==> config.mk <==
export PLATFORM = sky130hd
export DESIGN_NAME = avalon_arbiter2
export DESIGN_NICKNAME = d
export VERILOG_FILES = /design/src/rtl/avalon_arb_pkg.sv /design/src/rtl/rr_pick2.sv /design/src/rtl/avalon_arbiter2.sv
export SDC_FILE = /design/constraint.sdc
export NUM_CORES = 1
export LEC_CHECK = 0
export ABC_AREA = 1
export CAP_MARGIN = 30
export CORE_AREA = 3 3 125 127
export CTS_BUF_LIST = sky130_fd_sc_hd__clkbuf_4 sky130_fd_sc_hd__clkbuf_8 sky130_fd_sc_hd__clkbuf_16
export DETAILED_ROUTE_END_ITERATION = 6
export DIE_AREA = 0 0 128 130
export GPL_ROUTABILITY_DRIVEN = 0
export PLACE_DENSITY = 0.54
export RECOVER_POWER = 100
export SYNTH_ARGS = -nofsm -noshare
export SYNTH_HDL_FRONTEND = slang
export SYNTH_SLANG_ARGS = --single-unit
==> constraint.sdc <==
create_clock -name iCLK -period 2.7 [get_ports iCLK]
set_clock_uncertainty 0.2 [all_clocks]
set_input_delay 0.405 -clock iCLK [delete_from_list [all_inputs] [get_ports iCLK]]
set_output_delay 0.405 -clock iCLK [all_outputs]
set_load 0.02 [all_outputs]
==> src/rtl/avalon_arb_pkg.sv <==
// avalon_arb_pkg
// Shared definitions for the two-master Avalon-MM arbiter.
// Contents:
//   ADDR_W_DEF, DATA_W_DEF, BURST_W_DEF : default bus widths
//   arbState_t                          : arbiter FSM states
//   GRANT_NONE, GRANT_M0, GRANT_M1      : one-hot grant encodings
package avalon_arb_pkg;

  localparam int ADDR_W_DEF  = 32;
  localparam int DATA_W_DEF  = 32;
  localparam int BURST_W_DEF = 5;

  typedef enum logic [1:0] {
    IDLE   = 2'd0,
    CMD    = 2'd1,
    WBURST = 2'd2,
    RDATA  = 2'd3
  } arbState_t;

  localparam logic [1:0] GRANT_NONE = 2'b00;
  localparam logic [1:0] GRANT_M0   = 2'b01;
  localparam logic [1:0] GRANT_M1   = 2'b10;

endpackage

==> src/rtl/rr_pick2.sv <==
// rr_pick2
// Two-input round-robin picker, purely combinational.
// Ports:
//   i_req [1:0] : request vector, bit 0 = M0, bit 1 = M1
//   i_pri       : 0 = M0 holds priority, 1 = M1 holds priority
//   o_gnt [1:0] : one-hot winner, 00 when nobody requests
module rr_pick2
  import avalon_arb_pkg::*;
(
  input  logic [1:0] i_req,
  input  logic       i_pri,
  output logic [1:0] o_gnt
);

  // With a single requester it simply wins; only a tie consults the
  // priority pointer. A lone request vector is already one-hot.
  always_comb begin
    o_gnt = GRANT_NONE;
    if (i_req == 2'b11) begin
      o_gnt = i_pri ? GRANT_M1 : GRANT_M0;
    end else begin
      o_gnt = i_req;
    end
  end

endmodule

==> src/rtl/avalon_arbiter2.sv <==
// avalon_arbiter2
// Round-robin arbiter letting two Avalon-MM masters (M0 = SPI bridge,
// M1 = JTAG) share one slave. The grant is held for a whole write burst,
// and for a read until every readdatavalid beat has come back.
// Ports:
//   iCLK, iRESET                 : clock, async active-high reset
//   iMx_* / oMx_*  (x = 0,1)     : master-side Avalon-MM ports
//   oS_* / iS_*                  : slave-side Avalon-MM ports
//   oGRANT                       : one-hot current owner, 00 when idle
//   oERR                         : sticky, readdatavalid seen outside a read
module avalon_arbiter2
  import avalon_arb_pkg::*;
#(
  parameter int ADDR_W  = ADDR_W_DEF,
  parameter int DATA_W  = DATA_W_DEF,
  parameter int BURST_W = BURST_W_DEF
) (
  input  logic               iCLK,
  input  logic               iRESET,
  input  logic [ADDR_W-1:0]  iM0_ADDRESS,
  input  logic               iM0_READ,
  input  logic               iM0_WRITE,
  input  logic [DATA_W-1:0]  iM0_WRITE_DATA,
  input  logic [BURST_W-1:0] iM0_BURST_COUNT,
  output logic               oM0_WAIT_REQUEST,
  output logic [DATA_W-1:0]  oM0_READ_DATA,
  output logic               oM0_READ_DATAVALID,
  input  logic [ADDR_W-1:0]  iM1_ADDRESS,
  input  logic               iM1_READ,
  input  logic               iM1_WRITE,
  input  logic [DATA_W-1:0]  iM1_WRITE_DATA,
  input  logic [BURST_W-1:0] iM1_BURST_COUNT,
  output logic               oM1_WAIT_REQUEST,
  output logic [DATA_W-1:0]  oM1_READ_DATA,
  output logic               oM1_READ_DATAVALID,
  output logic [ADDR_W-1:0]  oS_ADDRESS,
  output logic               oS_READ,
  output logic               oS_WRITE,
  output logic [DATA_W-1:0]  oS_WRITE_DATA,
  output logic [BURST_W-1:0] oS_BURST_COUNT,
  input  logic               iS_WAIT_REQUEST,
  input  logic [DATA_W-1:0]  iS_READ_DATA,
  input  logic               iS_READ_DATAVALID,
  output logic [1:0]         oGRANT,
  output logic               oERR
);

  arbState_t          r_state, w_nextState;
  logic [1:0]         r_grant, w_nextGrant;
  logic               r_pri, w_nextPri;
  logic [BURST_W-1:0] r_beatsLeft, w_nextBeatsLeft;
  logic               r_err;

  logic [1:0]         w_req, w_pick;
  logic               w_release, w_grantedWait;
  logic               w_selRead, w_selWrite;
  logic [ADDR_W-1:0]  w_selAddr;
  logic [DATA_W-1:0]  w_selData;
  logic [BURST_W-1:0] w_selBc, w_bcEff;

  assign w_req = {iM1_READ | iM1_WRITE, iM0_READ | iM0_WRITE};

  rr_pick2 u_pick (
    .i_req (w_req),
    .i_pri (r_pri),
    .o_gnt (w_pick)
  );

  // Command fields of whichever master owns the grant; all zero when idle.
  always_comb begin
    w_selRead  = 1'b0;
    w_selWrite = 1'b0;
    w_selAddr  = '0;
    w_selData  = '0;
    w_selBc    = '0;
    if (r_grant == GRANT_M0) begin
      w_selRead  = iM0_READ;
      w_selWrite = iM0_WRITE;
      w_selAddr  = iM0_ADDRESS;
      w_selData  = iM0_WRITE_DATA;
      w_selBc    = iM0_BURST_COUNT;
    end else if (r_grant == GRANT_M1) begin
      w_selRead  = iM1_READ;
      w_selWrite = iM1_WRITE;
      w_selAddr  = iM1_ADDRESS;
      w_selData  = iM1_WRITE_DATA;
      w_selBc    = iM1_BURST_COUNT;
    end
  end

  // A burstcount of zero is treated as a single beat.
  assign w_bcEff = (w_selBc == '0) ? BURST_W'(1) : w_selBc;

  // Next-state and slave command logic. Release is flagged inside the case
  // and applied once afterwards so every exit path hands priority over the
  // same way. A write wins over a read if a master raises both.
  always_comb begin
    w_nextState     = r_state;
    w_nextGrant     = r_grant;
    w_nextPri       = r_pri;
    w_nextBeatsLeft = r_beatsLeft;
    w_release       = 1'b0;
    w_grantedWait   = 1'b1;
    oS_READ         = 1'b0;
    oS_WRITE        = 1'b0;
    unique case (r_state)
      IDLE: begin
        if (|w_req) begin
          w_nextGrant = w_pick;
          w_nextState = CMD;
        end
      end
      CMD: begin
        oS_READ       = w_selRead & ~w_selWrite;
        oS_WRITE      = w_selWrite;
        w_grantedWait = iS_WAIT_REQUEST;
        if (!w_selRead && !w_selWrite) begin
          w_nextState = IDLE;
          w_nextGrant = GRANT_NONE;
        end else if (!iS_WAIT_REQUEST) begin
          if (w_selWrite) begin
            w_nextBeatsLeft = w_bcEff - BURST_W'(1);
            if (w_bcEff == BURST_W'(1)) begin
              w_release = 1'b1;
            end else begin
              w_nextState = WBURST;
            end
          end else begin
            w_nextBeatsLeft = w_bcEff;
            w_nextState     = RDATA;
          end
        end
      end
      WBURST: begin
        oS_WRITE      = w_selWrite;
        w_grantedWait = iS_WAIT_REQUEST;
        if (w_selWrite && !iS_WAIT_REQUEST && r_beatsLeft != '0) begin
          w_nextBeatsLeft = r_beatsLeft - BURST_W'(1);
          if (r_beatsLeft == BURST_W'(1)) begin
            w_release = 1'b1;
          end
        end
      end
      RDATA: begin
        if (iS_READ_DATAVALID && r_beatsLeft != '0) begin
          w_nextBeatsLeft = r_beatsLeft - BURST_W'(1);
          if (r_beatsLeft == BURST_W'(1)) begin
            w_release = 1'b1;
          end
        end
      end
      default: begin
        w_nextState = IDLE;
        w_nextGrant = GRANT_NONE;
      end
    endcase
    if (w_release) begin
      w_nextState = IDLE;
      w_nextGrant = GRANT_NONE;
      w_nextPri   = r_grant[0];
    end
  end

  // State registers. The error flag latches any readdatavalid that arrives
  // while no read is outstanding and only clears on reset.
  always_ff @(posedge iCLK or posedge iRESET) begin
    if (iRESET) begin
      r_state     <= IDLE;
      r_grant     <= GRANT_NONE;
      r_pri       <= 1'b0;
      r_beatsLeft <= '0;
      r_err       <= 1'b0;
    end else begin
      r_state     <= w_nextState;
      r_grant     <= w_nextGrant;
      r_pri       <= w_nextPri;
      r_beatsLeft <= w_nextBeatsLeft;
      if (iS_READ_DATAVALID && r_state != RDATA) begin
        r_err <= 1'b1;
      end
    end
  end

  assign oS_ADDRESS     = w_selAddr;
  assign oS_WRITE_DATA  = w_selData;
  assign oS_BURST_COUNT = w_selBc;

  assign oM0_WAIT_REQUEST = r_grant[0] ? w_grantedWait : 1'b1;
  assign oM1_WAIT_REQUEST = r_grant[1] ? w_grantedWait : 1'b1;

  assign oM0_READ_DATA      = iS_READ_DATA;
  assign oM1_READ_DATA      = iS_READ_DATA;
  assign oM0_READ_DATAVALID = (r_state == RDATA) & r_grant[0] & iS_READ_DATAVALID;
  assign oM1_READ_DATAVALID = (r_state == RDATA) & r_grant[1] & iS_READ_DATAVALID;

  assign oGRANT = r_grant;
  assign oERR   = r_err;

endmodule

==> flow_summary.ini, run 1 <==
[sta]
layout_min_cycle_time_ps = 2590
fmax_ghz = 0.386
hold_slack_ps = 265
relSlewSlack = 0.692
worst_slew_pin_slew_ps = 462
slew_violations = 0
tns_ps = 0
hold_viol_final = 0
fin_crit_sh = 0.959
finalSetupViolCount = 0
rsz0062_at_grt = no

[floorplanning]
ios = 320
dieArea_um2 = 16600
start_util = 0.171
fp.dieH_um = 130
rows = 44
fp.dieW_um = 128
core-area_um2 = 14500

[worst_setup_path]
cp-start-kind = flip-flop
crit_top_cell = nand2_1
required_ps = 2100
r2r_start = oGRANT[1]
critical-path-slowest-cell = dlygate4sd3_1
path_max_fanout = 27
cp_cell_sequence = inv_2 -> nand2_2 -> clkinv_4 -> buf_6 -> nand2_1 -> nand2_1 -> dlygate4sd3_1
worstPathArrival_ps = 1980
critPathLaunch = oGRANT[1]
cpPeakStageDelay_ps = 670
endpoint_kind = output port
path_class = flip-flop to output port

[layout]
final_area_um2 = 4610
diodes = 0
nFillCells = 1597
drive_above_1_share = 0.0745
syn_to_final_growth_pct = 85.8
finalNetCount = 792

[power_and_ir_drop]
ir_drop_mv = 0.335
total_leakage_power_nw = 2.16
p_per_area_nw_per_um2 = 973

[routing]
dr_total_vias = 3333
routed_via_density = 4.23
ant_nets = 0
drcViolationCount = 0
wire_per_inst_um = 14.7
wl_mm = 11.6
drt-initial-drc-count = 122
drt_first_pass_iters = 4

[clocking]
clock-sinks = 11
cts_buffer_depth = 2
cts_hold_buf = 0
cts_tree = built
clock_latency_ps = 240
clockRootBuffer = clkbuf_16
numCtsBuffers = 3
path_clk_slew_ps = 50
htreeDepth = 1

[grt]
grt_max_degree = 37
grt_pass1_wl_mm = 16.7
gr-total-overflow = 0
track_usage = 0.125
antenna_found_initial = 0
grt_pass1_vias = 3319

[synth]
yosysMostFrequentCell = nand2_1
ys_warn_count = 0
synth_edf_count = 0
synth_top_cells_by_count = nand2_1, nand3_1, buf_4
synth-main-ff-cell = dfrtp_1
synth_nets = 634
synth.largest_area_cell = nand2_1
ys_top_cells_by_area = nand2_1, buf_4, nand3_1
yosysSeqAreaShare = 0.111
synthesis.area_um2 = 2480
synthArstFlopShare = 1.00
syn-instance-count = 447
netlist-cell-type-count = 32
synth_seq_cells = 11
synth_top_cell_area_share = 0.237
synth_area_per_cell_um2 = 5.56

[run]
max_cap_viol_count = 0

[min_path]
hold_path.startpoint = oERR
hold_class = flip-flop to flip-flop

[outcome]
status = finished clean

[placed_design]
hpwlAfterDp_mm = 9.72
port_buffers = 223
dpl_cell_area_um2 = 4500
[through the flow]
stage	power, mW	util	instances	setup WS [ps]
3_5_place_dp	4.25	0.309	782	59.9
4_1_cts	4.57	0.315	786	16.2
3_3_place_gp	4.24	0.309	782	102
2_1_floorplan	2.62	-	447	155
6_report	4.49	0.317	788	111
5_1_grt	4.87	0.317	788	4.33
[worst max-delay path: cells and delay by family (launching register included)]
| kind | cells | cell delay, ps |
|---|---|---|
| simple gates | 3 | 220 |
| flops | 1 | 440 |
| buf+inv | 4 | 1060 |
[cell type report]
cell class,instances,area [um2],share of cell area
flip-flops and latches,11,277,0.0599
repair buffers,239,2380,0.515
well taps,184,230,0.0499
clock buffers,4,82.6,0.0179
inverters,32,125,0.0271
multi-input cells,318,1520,0.330
[worst paths after layout]
check,cells after the start,endpoint,slack [ps]
setup / recovery,7,oS_ADDRESS[19],110
setup reg to reg,16,r_state[1],280
hold reg to reg,1,oERR,260
min in group asynchronous,2,oERR,430
max in group asynchronous,2,oGRANT[1],1530
hold / removal,1,oERR,260
[logic make-up (layout without fill, tap and decap cells)]
family | Yosys count | in the layout | share of synthesized area
fa+ha+maj | 9 | 9 | 0.0453
compound gates | 31 | 31 | 0.0731
xor+xnor | 1 | 1 | 0.00353
flops | 11 | 11 | 0.111
buf+inv | 118 | 275 | 0.279
simple gates | 277 | 277 | 0.489
[routing by layer]
metal,share of wire,global-route usage
met1,0.38,0.143
met2,0.48,0.217
met3,0.10,0.0418
met4,0.034,0.0481
met5,0,0
[report_power, final]
group	switching [mW]	internal [mW]	total (mW)
Sequential	0.0707	0.238	0.309
Combinational	2.29	1.60	3.89
Clock	0.0833	0.209	0.293
Total	2.44	2.05	4.49
[cells in the final DEF, fill, tap and decap left out, drive strengths merged]
master,synthesis,layout
a21oi,9,9
a31oi,2,2
buf,75,18
clkbuf,11,7
clkdlybuf4s50,0,178
clkinv,0,1
dfrtp,11,11
dlygate4sd3,0,40
ha,9,9
inv,32,31
nand2,164,164
nand3,88,88
nand3b,1,1
nand4,2,2
nor2,14,14
nor3,6,6
nor4,1,1
o211ai,1,1
o21ai,16,16
o21bai,1,1
o22ai,2,2
or2,1,1
xor2,1,1
[state kept, by name (all words and copies together), names as in the netlist]
register	flops
r_pri	1
oGRANT	2
oERR	1
r_beatsLeft	5
r_state	2
[what timing repair did]
| item | CTS | global route |
|---|---|---|
| pin swaps | 0 | 0 |
| resized for setup | 1 | 8 |
| setup buffers | 0 | 2 |
| endpoints found under the setup margin | 22 | 65 |
No activity file was read; power rests on OpenSTA's default activity.
==> run 2: changes to the inputs <==
--- a/config.mk
+++ b/config.mk
@@ -7,12 +7,13 @@
 export LEC_CHECK = 0
 export ABC_AREA = 1
 export CAP_MARGIN = 30
-export CORE_AREA = 3 3 125 127
-export CTS_BUF_LIST = sky130_fd_sc_hd__clkbuf_4 sky130_fd_sc_hd__clkbuf_8 sky130_fd_sc_hd__clkbuf_16
+export CORE_AREA = 3 3 122 124
+export CTS_BUF_LIST = sky130_fd_sc_hd__clkbuf_4
+export CTS_CLUSTER_DIAMETER = 40
 export DETAILED_ROUTE_END_ITERATION = 6
-export DIE_AREA = 0 0 128 130
+export DIE_AREA = 0 0 125 127
 export GPL_ROUTABILITY_DRIVEN = 0
-export PLACE_DENSITY = 0.54
+export PLACE_DENSITY = 0.57
 export RECOVER_POWER = 100
 export SYNTH_ARGS = -nofsm -noshare
 export SYNTH_HDL_FRONTEND = slang
==> run 2 against run 1 <==
First-iteration DRC count rose by 26%. Core utilization rose by 0.13 points. Critical path type unchanged. Highest routed layer unchanged. Clock-buffer cell count unchanged. Largest cell class unchanged. Global-route usage increased by 1.3 points. Sequential share of layout area rose by 0.26 points. Combinational power fell by 6.7%. Via count increased by 1.7%. Routed wire length grew 3.3%.
==> flow_summary.ini, run 2 (same netlist as run 1, synthesis figures left out) <==
[worst_setup_path]
required_ps = 2100
path_buf_inv = 4
r2r_slack_ps = 250
cp_cell_sequence = inv_2 -> nand2_1 -> inv_4 -> nand2_1 -> o21ai_2 -> buf_4 -> clkdlybuf4s50_1
worstPathArrival_ps = 1940
crit_top_cell = nand2_1
reg2reg_to = r_state[1]
cpPeakStageDelay_ps = 590
path_class = flip-flop to output port
cp-start-kind = flip-flop
r2r_start = oGRANT[1]
critPathLaunch = oGRANT[1]
cpLargestDelayFamily = buffers and inverters
critical-path-slowest-cell = clkdlybuf4s50_1
worst-r2r-cell-count = 17
path_max_fanout = 6
endpoint_kind = output port

[clocking]
clockRootBuffer = clkbuf_4
cts_hold_buf = 0
clock_latency_ps = 270
htreeDepth = 1
cts_tree = built
cts_buffer_depth = 2
path_clk_slew_ps = 70
numCtsBuffers = 3
clock-sinks = 11

[floorplanning]
core-area_um2 = 13900
start_util = 0.179
dieArea_um2 = 15900
fp.dieH_um = 127
ios = 320
fp.dieW_um = 125
rows = 43

[layout]
nFillCells = 1550
regMostFlops = r_beatsLeft
diodes = 0
syn_to_final_growth_pct = 78.2
mostFrequentLayoutCells = nand2_1, clkdlybuf4s50_1, nand3_1
mostFrequentLayoutCell = nand2_1
largest_reg_flops = 5
finalNetCount = 791
drive_above_1_share = 0.0730

[routing]
drt_first_pass_iters = 4
wl_mm = 11.9
dr_total_vias = 3390
ant_nets = 0
wire_per_inst_um = 15.3
drcViolationCount = 0
drt-initial-drc-count = 154
routed_via_density = 4.33

[sta]
hold_viol_final = 0
layout_min_cycle_time_ps = 2540
fin_crit_sh = 0.942
slew_violations = 0
worst_slew_pin_slew_ps = 458
finalSetupViolCount = 0
fmax_ghz = 0.393
relSlewSlack = 0.694
rsz0062_at_grt = no
tns_ps = 0

[power_and_ir_drop]
ir_drop_mv = 0.265
p_total_mw = 4.05
p_per_area_nw_per_um2 = 916
total_leakage_power_nw = 2.24

[grt]
grt_pass1_vias = 3376
grt_pass1_wl_mm = 17.9
track_usage = 0.138
antenna_found_initial = 0
grt_max_degree = 49
gr-total-overflow = 0

[placed_design]
port_buffers = 223
hpwlAfterDp_mm = 10.2

[min_path]
hold_end = oERR
whs_path_depth = 1
hold_path.startpoint = oERR
hold_class = flip-flop to flip-flop

[outcome]
status = finished clean

[run]
max_cap_viol_count = 0
[run 2: worst max path at each step]
stage                   endpoint  slack [ps]  depth (start not counted)
5_1_grt               r_state[1]          20                         15
3_5_place_dp          r_state[1]         100                         16
2_1_floorplan         r_state[0]         150                         15
4_1_cts                 oS_WRITE           8                          7
3_3_place_gp             oS_READ         120                          6
6_report       oS_BURST_COUNT[1]         160                          7
[run 2: final cells by class]
class,instances,area (um2),area share
tap,180,225,0.0509
sequential,11,277,0.0625
inverter,32,123,0.0277
timing repair buffer,238,2250,0.509
clock buffer,4,30.0,0.00679
multi-input combinational,318,1520,0.343
[run 2: repair_timing]
action                                  in CTS  in global routing
buffers inserted                             0                  2
endpoints found under the setup margin      53                  9
cloned                                       0                  0
gates resized for setup                     53                  3
[run 2: per-stage QoR]
| step | cell area, um2 | util | hold slack [ps] | cells | setup slack, ps |
|---|---|---|---|---|---|
| floorplan | 2480 | - | 57.4 | 447 | 155 |
| global placement | 4570 | 0.329 | 268 | 777 | 122 |
| detailed placement | 4570 | 0.329 | 272 | 777 | 104 |
| CTS | 4550 | 0.328 | 253 | 781 | 8.43 |
| global route | 4430 | 0.319 | 295 | 783 | 15.7 |
| finish | 4430 | 0.319 | 277 | 783 | 156 |
[run 2: per-layer routing]
layer / vias up / GRT usage / routed length, um
li1: 1683 / - / -
met1: 1511 / 0.149 / 4420
met3: 33 / 0.0360 / 966
met2: 163 / 0.265 / 6240
met4: 0 / 0.0376 / 311
met5: - / 0 / 0
[run 2: where the power goes]
part | switching [mW] | internal [mW] | leakage (nW) | total, mW
clock | 0.0564 | 0.0672 | 0.0184 | 0.124
combinational | 2.28 | 1.35 | 2.08 | 3.63
sequential | 0.0643 | 0.237 | 0.135 | 0.302
==> run 3: changes to the inputs <==
--- a/config.mk
+++ b/config.mk
@@ -7,13 +7,12 @@
 export LEC_CHECK = 0
 export ABC_AREA = 1
 export CAP_MARGIN = 30
-export CORE_AREA = 3 3 122 124
-export CTS_BUF_LIST = sky130_fd_sc_hd__clkbuf_4
+export CORE_AREA = 3 3 125 127
 export CTS_CLUSTER_DIAMETER = 40
 export DETAILED_ROUTE_END_ITERATION = 6
-export DIE_AREA = 0 0 125 127
+export DIE_AREA = 0 0 128 130
 export GPL_ROUTABILITY_DRIVEN = 0
-export PLACE_DENSITY = 0.57
+export PLACE_DENSITY = 0.65
 export RECOVER_POWER = 100
 export SYNTH_ARGS = -nofsm -noshare
 export SYNTH_HDL_FRONTEND = slang
==> run 3 against run 2 <==
Global-route usage down 1.8 points. Sequential power increased by 5%. Cell count increased by 0.38%. Combinational power is 7.7% higher. Routed wire length fell by 6.8%. Final area up 3.9%. Fmax decreased by 1.4%. Sequential cell count unchanged. Critical endpoint is now oS_ADDRESS[9]. Power up 11%. Non-clock buffer count is 1 lower. Largest power group unchanged. Critical path depth did not move.
==> flow_summary.ini, run 3 (same netlist as run 1, synthesis figures left out) <==
[worst_setup_path]
cp-start-kind = flip-flop
path_buf_inv = 4
critical-path-slowest-cell = clkdlybuf4s50_1
cpLargestDelayFamily = buffers and inverters
path_max_fanout = 39
worstPathArrival_ps = 1970
required_ps = 2100
cp_cell_sequence = inv_4 -> nand2_2 -> inv_4 -> buf_12 -> nand2_1 -> nand2_1 -> clkdlybuf4s50_1
cpPeakStageDelay_ps = 620
path_class = flip-flop to output port
endpoint_kind = output port

[grt]
track_usage = 0.120
grt_pass1_wl_mm = 16.3
grt_max_degree = 40
gr-total-overflow = 0
grt_pass1_vias = 3221
antenna_found_initial = 0

[power_and_ir_drop]
total_leakage_power_nw = 2.10
p_sw_frac = 0.540
p_per_area_nw_per_um2 = 980
seqPwrFrac = 0.071
ir_drop_mv = 0.395
pwr-share-clk = 0.061
p_int_mw = 2.07
combPwrFrac = 0.869
switchingPower_mw = 2.43

[floorplanning]
dieArea_um2 = 16600
ios = 320
start_util = 0.171
fp.dieW_um = 128
rows = 44
fp.dieH_um = 130
core-area_um2 = 14500

[routing]
routed_via_density = 4.24
dr_total_vias = 3335
drt_first_pass_iters = 4
ant_nets = 0
drt-initial-drc-count = 126
drcViolationCount = 0
wl_mm = 11.1
wire_per_inst_um = 14.2

[clocking]
htreeDepth = 1
cts_setup_buffers = 0
clockRootBuffer = clkbuf_16
numCtsBuffers = 3
clock-sinks = 11
path_clk_slew_ps = 40
cts_buffer_depth = 2
cts_tree = built
clock_latency_ps = 240

[layout]
syn_to_final_growth_pct = 85.2
largest_reg_flops = 5
regMostFlops = r_beatsLeft
diodes = 0
mostFrequentLayoutCells = clkdlybuf4s50_1, nand2_1, nand3_1
drive_above_1_share = 0.0714
mostFrequentLayoutCell = clkdlybuf4s50_1
nFillCells = 1607
finalNetCount = 790

[sta]
rsz0062_at_grt = no
hold_viol_final = 0
fin_crit_sh = 0.956
finalSetupViolCount = 0
hold_slack_ps = 290
worst_slew_pin_slew_ps = 474
slew_violations = 0
relSlewSlack = 0.683
tns_ps = 0
layout_min_cycle_time_ps = 2580
fmax_ghz = 0.388

[placed_design]
hpwlAfterDp_mm = 9.36
port_buffers = 223

[run]
max_cap_viol_count = 0

[min_path]
hold_class = flip-flop to flip-flop

[outcome]
status = finished clean
## run 3: cell count changes in the layout (fill, tap and decap cells not counted), moves of 3 or more
cell             delta
clkdlybuf4s50_1    +51
dlygate4sd2_1      -46
clkbuf_1            -5
clkbuf_4            -4
buf_4               -3
clkbuf_16           +3
## run 3: layer usage
layer / routed length (um) / track usage / vias to the layer above
met2: 5200 / 0.197 / 194
li1: - / - / 1678
met1: 4390 / 0.144 / 1422
met5: 0 / 0 / -
met3: 1200 / 0.0471 / 41
met4: 328 / 0.0418 / 0
## run 3: power groups by stage
stage	combinational, mW	clock (mW)	sequential, mW
after floorplan	2.32	0	0.306
after global placement	3.98	0	0.313
after detailed placement	3.98	0	0.316
after CTS	3.98	0.283	0.314
after global routing	4.28	0.290	0.331
final	3.91	0.273	0.318
## run 3: final cells by class
cell class | instances | area (um2) | share of cell area
inverters | 32 | 125 | 0.0272
flip-flops and latches | 11 | 278 | 0.0604
clock buffers | 4 | 78.8 | 0.0171
multi-input cells | 318 | 1520 | 0.330
repair buffers | 237 | 2370 | 0.515
well taps | 184 | 230 | 0.0501
## run 3: worst paths after layout
| kind | from | to | slack, ps | cells past startpoint |
|---|---|---|---|---|
| worst max-delay path | oGRANT[1] | oS_ADDRESS[9] | 120 | 7 |
| worst min-delay path | oERR | oERR | 290 | 1 |
| worst max register to register | oGRANT[1] | oGRANT[1] | 260 | 17 |
| worst min register to register | oERR | oERR | 290 | 1 |
| max in group asynchronous | iRESET | oGRANT[1] | 1530 | 2 |
| min in group asynchronous | iRESET | r_beatsLeft[1] | 420 | 2 |
## run 3: metrics by stage
stage	power (mW)	setup WS, ps	instance area (um2)	util	cells
2_1_floorplan	2.62	155	2480	-	447
3_3_place_gp	4.29	99.8	4540	0.312	782
3_5_place_dp	4.30	65.1	4540	0.312	782
4_1_cts	4.58	1.49	4610	0.317	786
5_1_grt	4.90	3.27	4600	0.316	786
6_report	4.51	120	4600	0.316	786
## run 3: repair_timing
item | 4_1_cts | 5_1_grt
endpoints found under the setup margin | 27 | 64
hold buffers | 0 | 0
pin swaps | 0 | 1
hold endpoints to repair | 0 | 0
resized for setup | 6 | 10
